**config.mk**
```make
export PLATFORM = sky130hd
export DESIGN_NAME = seq_pattern_generator
export DESIGN_NICKNAME = d
export VERILOG_FILES = /design/src/rtl/seq_pattern_generator.sv
export SDC_FILE = /design/constraint.sdc
export NUM_CORES = 1
export LEC_CHECK = 0
export ABC_AREA = 1
export CORE_MARGIN = 4
export CORE_UTILIZATION = 57
export DETAILED_ROUTE_END_ITERATION = 6
export DONT_BUFFER_PORTS = 1
export HOLD_SLACK_MARGIN = 0.03
export PLACE_DENSITY = 0.75
export SYNTH_ARGS = -nofsm -noshare
export SYNTH_HDL_FRONTEND = slang
export SYNTH_SLANG_ARGS = --single-unit
```
**constraint.sdc**
```tcl
create_clock -name clk -period 1.8 [get_ports clk]
set_input_delay 0.09 -clock clk [delete_from_list [all_inputs] [get_ports clk]]
set_output_delay 0.09 -clock clk [all_outputs]
set_load 0.005 [all_outputs]
```
**src/rtl/seq_pattern_generator.sv**
```systemverilog
// rtl/seq_pattern_generator.sv - MSB-first serial bit-pattern generator; define SEQGEN_LOOP_COUNT_EN to add loop_cnt
module seq_pattern_generator #(
  parameter int                 MAX_LEN       = 16,
  parameter int                 LEN_W         = $clog2(MAX_LEN + 1),
  parameter logic [MAX_LEN-1:0] RESET_PATTERN = MAX_LEN'(4'b1011),
  parameter int                 RESET_LEN     = 4
) (
  input  logic               clk,
  input  logic               reset_n,
  input  logic               load,
  input  logic [MAX_LEN-1:0] pattern_in,
  input  logic [LEN_W-1:0]   len_in,
  input  logic               start,
  input  logic               stop,
  input  logic               mode_loop,
  input  logic               ready,
  output logic               data_out,
  output logic               valid,
  output logic               busy,
  output logic               done,
`ifdef SEQGEN_LOOP_COUNT_EN
  output logic [15:0]        loop_cnt,
`endif
  output logic               cfg_err
);

  typedef enum logic {S_IDLE, S_RUN} state_t;

  state_t             r_state;
  logic [MAX_LEN-1:0] r_pat;
  logic [LEN_W-1:0]   r_len;
  logic [LEN_W-1:0]   r_idx;
  logic               r_loop;
  logic               r_data;
  logic               r_valid;
  logic               r_busy;
  logic               r_done;
  logic               r_cfg_err;

  logic               w_len_ok;
  logic               w_load_ok;
  logic [MAX_LEN-1:0] w_pat_eff;
  logic [LEN_W-1:0]   w_len_eff;
  logic [LEN_W-1:0]   w_len_eff_m1;
  logic [LEN_W-1:0]   w_idx_m1;
  logic               w_first_bit;
  logic               w_next_bit;
  logic               w_xfer;
  logic               w_run_start;

  // A load is only honoured in IDLE and with a length in 1..MAX_LEN.
  assign w_len_ok  = (len_in != '0) && (len_in <= LEN_W'(MAX_LEN));
  assign w_load_ok = load && w_len_ok && (r_state == S_IDLE);

  // Effective pattern/length: a same-cycle legal load is seen by a same-cycle start.
  assign w_pat_eff    = w_load_ok ? pattern_in : r_pat;
  assign w_len_eff    = w_load_ok ? len_in : r_len;
  assign w_len_eff_m1 = w_len_eff - LEN_W'(1);
  assign w_idx_m1     = r_idx - LEN_W'(1);

  // Bit selection by shift keeps the index width independent of MAX_LEN.
  assign w_first_bit = 1'(w_pat_eff >> w_len_eff_m1);
  assign w_next_bit  = 1'(r_pat >> w_idx_m1);

  assign w_xfer      = r_valid && ready;
  assign w_run_start = (r_state == S_IDLE) && start && !stop;

  // Two-state generator FSM; every output is a register updated here.
  always_ff @(posedge clk) begin
    if (!reset_n) begin
      r_state   <= S_IDLE;
      r_pat     <= RESET_PATTERN;
      r_len     <= LEN_W'(RESET_LEN);
      r_idx     <= '0;
      r_loop    <= 1'b0;
      r_data    <= 1'b0;
      r_valid   <= 1'b0;
      r_busy    <= 1'b0;
      r_done    <= 1'b0;
      r_cfg_err <= 1'b0;
    end else begin
      r_done    <= 1'b0;
      r_cfg_err <= 1'b0;
      r_pat     <= w_pat_eff;
      r_len     <= w_len_eff;
      case (r_state)
        S_IDLE: begin
          r_cfg_err <= load && !w_len_ok;
          if (w_run_start) begin
            r_state <= S_RUN;
            r_idx   <= w_len_eff_m1;
            r_loop  <= mode_loop;
            r_data  <= w_first_bit;
            r_valid <= 1'b1;
            r_busy  <= 1'b1;
          end
        end
        S_RUN: begin
          r_cfg_err <= load;
          if (stop) begin
            r_state <= S_IDLE;
            r_data  <= 1'b0;
            r_valid <= 1'b0;
            r_busy  <= 1'b0;
          end else if (w_xfer) begin
            if (r_idx != '0) begin
              r_idx  <= w_idx_m1;
              r_data <= w_next_bit;
            end else if (r_loop) begin
              r_idx  <= w_len_eff_m1;
              r_data <= w_first_bit;
            end else begin
              r_state <= S_IDLE;
              r_data  <= 1'b0;
              r_valid <= 1'b0;
              r_busy  <= 1'b0;
              r_done  <= 1'b1;
            end
          end
        end
        default: r_state <= S_IDLE;
      endcase
    end
  end

  assign data_out = r_data;
  assign valid    = r_valid;
  assign busy     = r_busy;
  assign done     = r_done;
  assign cfg_err  = r_cfg_err;

`ifdef SEQGEN_LOOP_COUNT_EN
  logic [15:0] r_loop_cnt;
  logic        w_pass_done;

  // A pass completes when the bit at index 0 is accepted and no stop aborts it.
  assign w_pass_done = (r_state == S_RUN) && !stop && w_xfer && (r_idx == '0);

  // Completed-pass counter: cleared by a start, saturating at all-ones.
  always_ff @(posedge clk) begin
    if (!reset_n) begin
      r_loop_cnt <= '0;
    end else if (w_run_start) begin
      r_loop_cnt <= '0;
    end else if (w_pass_done && (r_loop_cnt != 16'hFFFF)) begin
      r_loop_cnt <= r_loop_cnt + 16'd1;
    end
  end

  assign loop_cnt = r_loop_cnt;
`endif

endmodule
```
Word level (Yosys, flattened, before mapping). Cells that the tools add are included.

ROM bits: 0. Register bits after elaboration: 32. Memories kept: 0. Input bits: 28. Bits in writable memories: 0. Latch bits: 0. Logic and storage cells: 68.

Eq/ne operators: 7. Shift operators: 2. Div/mod/pow operators: 0. Add/sub/neg operators: 2. Multiplexer cells: 28. Reductions and logical operators: 16. Magnitude comparators: 1. Multiply operators: 0. Bitwise gates (word level): 3.

Operators with widths (count): 16-bit by 5-bit right shift with 1-bit output (2); 5-bit two-way mux (6); 1-bit two-way mux (16); 16-bit two-way mux (1); 5-bit case mux with 2 select lines (1); 5-bit nonzero test (2); 5-bit by 1-bit subtractor with 5-bit output, second input constant (2); 1-bit case mux with 2 select lines (4); 4-bit AND reduction (2); 1-bit logical AND (7); 3-bit inequality test, second input constant (2); 5-bit less-or-equal comparator, second input constant (1); 5-bit OR reduction (1); 2-bit inequality test, second input constant (2); 2-bit AND reduction (2); 3-bit by 1-bit inequality test with 1-bit output, second input constant (1); 3-bit by 2-bit inequality test with 1-bit output, second input constant (1); 1-bit NOT (3); 1-bit logical NOT (2); 2-bit by 1-bit inequality test with 1-bit output, second input constant (1).

Longest topological paths before layout.
Word-level depth: 12. Mapped depth: 18. Mapped depth without buffers: 17.

Least setup slack after synthesis. OpenSTA, ideal clock, no wires.

Path type: register to register. From: register r_idx[0]. To: register r_idx[3]. Path buffers: 2. Path slack: -0.226 ns. Stages on the path, launching flop included: 14. Data arrival time: 1.905 ns. Period minus slack after synthesis: 2.026 ns. Cells stage by stage: dfxtp_1 buf_2 inv_1 buf_2 ha_1 nand2_1 nor2_1 inv_1 nor2_1 nor2_1 a31oi_1 inv_1 o21ai_0 a21oi_1.

Cells in the longest elaborated chain, start to end: 5. Elaborated cells on any way between the ends: 8. Classes of those cells: add/sub (1); eq/ne (1); mux (4); reduce/logical (2).

Ends and longest elaborated chain: start, declared (RTL line 32) `logic [LEN_W-1:0] r_idx;`; start signal, assigned (RTL line 91) `r_idx <= w_len_eff_m1;`; start signal, assigned (RTL line 107) `r_idx <= w_idx_m1;`; start signal, assigned (RTL line 110) `r_idx <= w_len_eff_m1;`; 5-bit by 1-bit subtractor with 5-bit output / 5-bit nonzero test (equally long branches) (RTL line 59, 106); 5-bit two-way mux (RTL line 106) `if (r_idx != '0) begin`; 5-bit two-way mux (RTL line 105) `end else if (w_xfer) begin`; 5-bit two-way mux (RTL line 100) `if (stop) begin`; 5-bit case mux with 2 select lines (RTL line 86) `case (r_state)`.

Several ways; a longest one is shown, not always the timed one. The select of a mux whose other input is x is not followed. A chain may end at the register's enable or synchronous reset.

Worst setup path in the final report.
From: register r_state. To: register r_data (netlist: data_out).

Cells in the longest elaborated chain, start to end: 10. Elaborated cells on any way between the ends: 17. Classes of those cells: add/sub (1); eq/ne (2); shift (1); mux (8); bitwise (1); reduce/logical (4).

Ends and longest elaborated chain: start, declared (RTL line 29) `state_t r_state;`; start signal, assigned (RTL line 71) `r_state <= S_IDLE;`; start signal, assigned (RTL line 90) `r_state <= S_RUN;`; start signal, assigned (RTL line 101) `r_state <= S_IDLE;`; 1-bit NOT (no line); 1-bit logical AND (RTL line 53) `assign w_load_ok = load && w_len_ok && (r_state == S_IDLE);`; 5-bit two-way mux (RTL line 57) `assign w_len_eff = w_load_ok ? len_in : r_len;`; 5-bit by 1-bit subtractor with 5-bit output (RTL line 58) `assign w_len_eff_m1 = w_len_eff - LEN_W'(1);`; 16-bit by 5-bit right shift with 1-bit output (RTL line 62) `assign w_first_bit = 1'(w_pat_eff >> w_len_eff_m1);`; 1-bit two-way mux (RTL line 109) `end else if (r_loop) begin`; 1-bit two-way mux (RTL line 106); 1-bit two-way mux (RTL line 105); 1-bit two-way mux (RTL line 100); 1-bit case mux with 2 select lines (RTL line 86); end signal, assigned (RTL line 93) `r_data <= w_first_bit;`; end signal, assigned (RTL line 108) `r_data <= w_next_bit;`; end signal, assigned (RTL line 111) `r_data <= w_first_bit;`; end, declared (RTL line 34) `logic r_data;`.

Several ways; a longest one is shown, not always the timed one. The select of a mux whose other input is x is not followed.

==> summary.md <==
| Metric | Value |
|---|---|
| Status | finished, violations left |
| Violated checks | negative setup slack |
| Minimum clock period | 1820 ps |
| Worst-skew pair later-pin latency | 350 ps |
| Via/cell ratio | between 5 and 6 |
| Area contributors post-synth | dfxtp_1 (32%), nand2_1 (22%), a21oi_1 (6.8%) |
| Synth warn | 0 |
| Number of global-route vias before repair | about 2,200 |
| Die Width | approximately 67 um |
| I/O pins | 33 |
| Reg-to-Reg Start | r_state |
| CP Class | reg -> reg |
| Antenna violations before repair | 0 |
| DRT iter0 DRCs | 197 |
| Root Driver | clkbuf_4 |
| Lkg Pwr | 1.22 nW |
| Critical Path Source Type | flop |
| Crit path DAT | 2060 ps |
| Hold Crit Start | reset_n |
| PD cells | 719 nW/um2 |
| EDFF count, synth | 0 |
| Clock Tree Buf Depth | 2 |
| WL/cell | roughly 14 um |
| CTS Sinks | 32 |
| Area leader, netlist | dfxtp_1 |
| Highest clock rate | approximately 550 MHz |
| Largest net degree at the start of global routing | 22 |
| Worst slew pin tran | 329 ps |
| Final Setup Violations | 1 |
| Met1 WL | roughly 2400 um |
| Final Util | 0.771 |
| Placed Cells | 361 |
| Row count | 21 |
| Initial core utilization | 0.595 |
| Layout Nets | 383 |
| Area grow syn2layout | 29.6% |
| First-pass GRT wire length | 9630 um |
| Routed WL | 5730 um |
| Cell depth of the worst flop-to-flop path | 15 |
| Power, Total | 1.85 mW |
| First-pass iteration count of the detailed router | 5 |
| Critical Path Source | r_state |
| CP Max Fanout | 4 |
| Met2 routed WL | 2660 um |
| Fin crit share | 1.01 |
| Antenna Cells | 0 |
| Worst-path clk slew | approximately 100 ps |
| Fin Clk Skew | 6.07 ps |
| Synth Cell Area | 1980 um2 |
| H-tree depth | 2 |
| # DRC | 0 |
| Post-placement setup slack | -74.7 ps |
| VDD IR-drop max | 0.503 mV |
| Post-synth ARST share | 0 |
| IO buf count | 0 |
| Total GRT Usage | 0.285 |
| Routed via count | 2,223 |
| Most frequent cell after synthesis | nand2_1 |
| Placer Congestion | 0.865 |
| Final hold vios | 0 |
| Slew HR | 0.778 |
| Total core area | approximately 3300 um2 |
| Hpwl dp | ~3800 um |
| Hold Path Cell Cnt | 2 |
| Post-synth top cells | nand2_1 (118), dfxtp_1 (32), inv_1 (28) |
| TritonCTS clock tree | built |
| Share of layout cells above drive strength 1 | 0.201 |
| Met3 wire len | 466 um |
| Mean Syn Cell Area | about 6.5 um2 |
| Post-synth top area share | 0.323 |
| Number of max-cap violations | 0 |
| Top sig layer | met4 |
| Die Height | approximately 67 um |
| Synth cell types | 26 |
| Finished Layout Cells | 400 |
| Top FF cell, synth | dfxtp_1 |
| Synth Instances | a little over 300 |
| CTS buffer count | 5 |
| Number of synthesized register bits | 32 |
| Syn_nets | approximately 340 |
| Register area share after synthesis | 0.323 |
| Total congestion overflow | 0 |
| Type of the tightest min-delay check | in -> reg |
| Die area | 4490 um2 |
| Setup TNS Final | -18.5 ps |
| Crit end category | flop |
| Antenna-violating nets left | 0 |
| Max-slew violations | 0 |
| Critical path required time | 2040 ps |
| Unrepaired setup endpoints after global routing | true |
| Final WS setup | -18.5 ps |
-- final timing paths --
path,slack (ps),to
hold / removal,7,r_len[2]
setup / recovery,-20,data_out
setup reg to reg,-20,data_out
hold reg to reg,490,r_pat[7]
-- layout by cell type, fill, tap and decap left out, types with 2 or more instances in the layout --
cell	n
a21oi_1	26
a21oi_2	2
a221oi_1	3
a22oi_1	3
buf_4	22
buf_6	3
clkbuf_4	5
dfxtp_1	30
dfxtp_2	2
dlygate4sd3_1	24
inv_1	24
inv_2	2
inv_4	2
nand2_1	114
nand2_2	10
nand2_4	7
nand3_1	21
nand3_4	2
nand4_1	17
nor2_1	9
nor2_2	3
nor2_4	3
o21ai_0	4
o21ai_1	2
xnor2_1	2
-- report_power, final --
group / switching (mW) / internal, mW
logic: 0.370 / 0.296
clock network: 0.252 / 0.144
registers: 0.0333 / 0.755
-- layout make-up --
| cell class | instances | area [um2] |
|---|---|---|
| clock buffer | 6 | 41.3 |
| sequential | 32 | 643 |
| timing repair buffer | 51 | 472 |
| fill | 274 | 766 |
| multi-input combinational | 235 | 1230 |
| inverter | 29 | 118 |
| clock inverter | 1 | 5.00 |
| tap | 46 | 57.6 |
-- stage by stage --
| step | hold WS (ps) | instance area (um2) |
|---|---|---|
| 2_1_floorplan | 219 | 2020 |
| 3_3_place_gp | 166 | 2160 |
| 3_5_place_dp | 173 | 2160 |
| 4_1_cts | 56.8 | 2530 |
| 5_1_grt | 31.5 | 2570 |
| 6_report | 6.79 | 2570 |
-- per-layer routing --
layer  vias to the layer above  track usage
met5                         -            0
met2                       106        0.459
met1                       989        0.346
li1                       1101            -
met4                         0        0.139
met3                        27       0.0742
-- kinds of logic after synthesis --
group                      count (synthesis)  synth area share
adders and majority gates                  1           0.00630
AOI/OAI and AO/OA                         42             0.119
buffers and inverters                     41            0.0889
xor gates and xnor gates                   3            0.0132
DFF                                       32             0.323
and+or+nand+nor                          188             0.450
-- registers in the layout, indices dropped and copies added, names as in the netlist --
name      count
done          1
r_loop        1
r_state       1
r_idx         5
r_len         5
busy          1
data_out      1
r_pat        16
cfg_err       1
-- worst max-delay path: stages, from the launching register on --
cell and delay (ps):
dfxtp_2 340, nor2_4 200, buf_12 140, nand4_1 150
nand2_4 160, inv_4 50, nor2_2 100, nand2_2 80
nand2_2 90, inv_1 40, nand3_1 70, nand2_1 50
nand2_1 60, nand2_1 50, nand2_1 70, a21oi_2 50
-- what timing repair did --
item / 4_1_cts / 5_1_grt
resized for setup: 8 / 10
buffers inserted: 5 / 1
hold buffers: 25 / 0
pin swaps: 5 / 4
setup endpoints to repair: 2 / 7
hold endpoints to repair: 25 / 0
cloned: 1 / 0
Note: power is estimated with default switching activity, not from simulation.
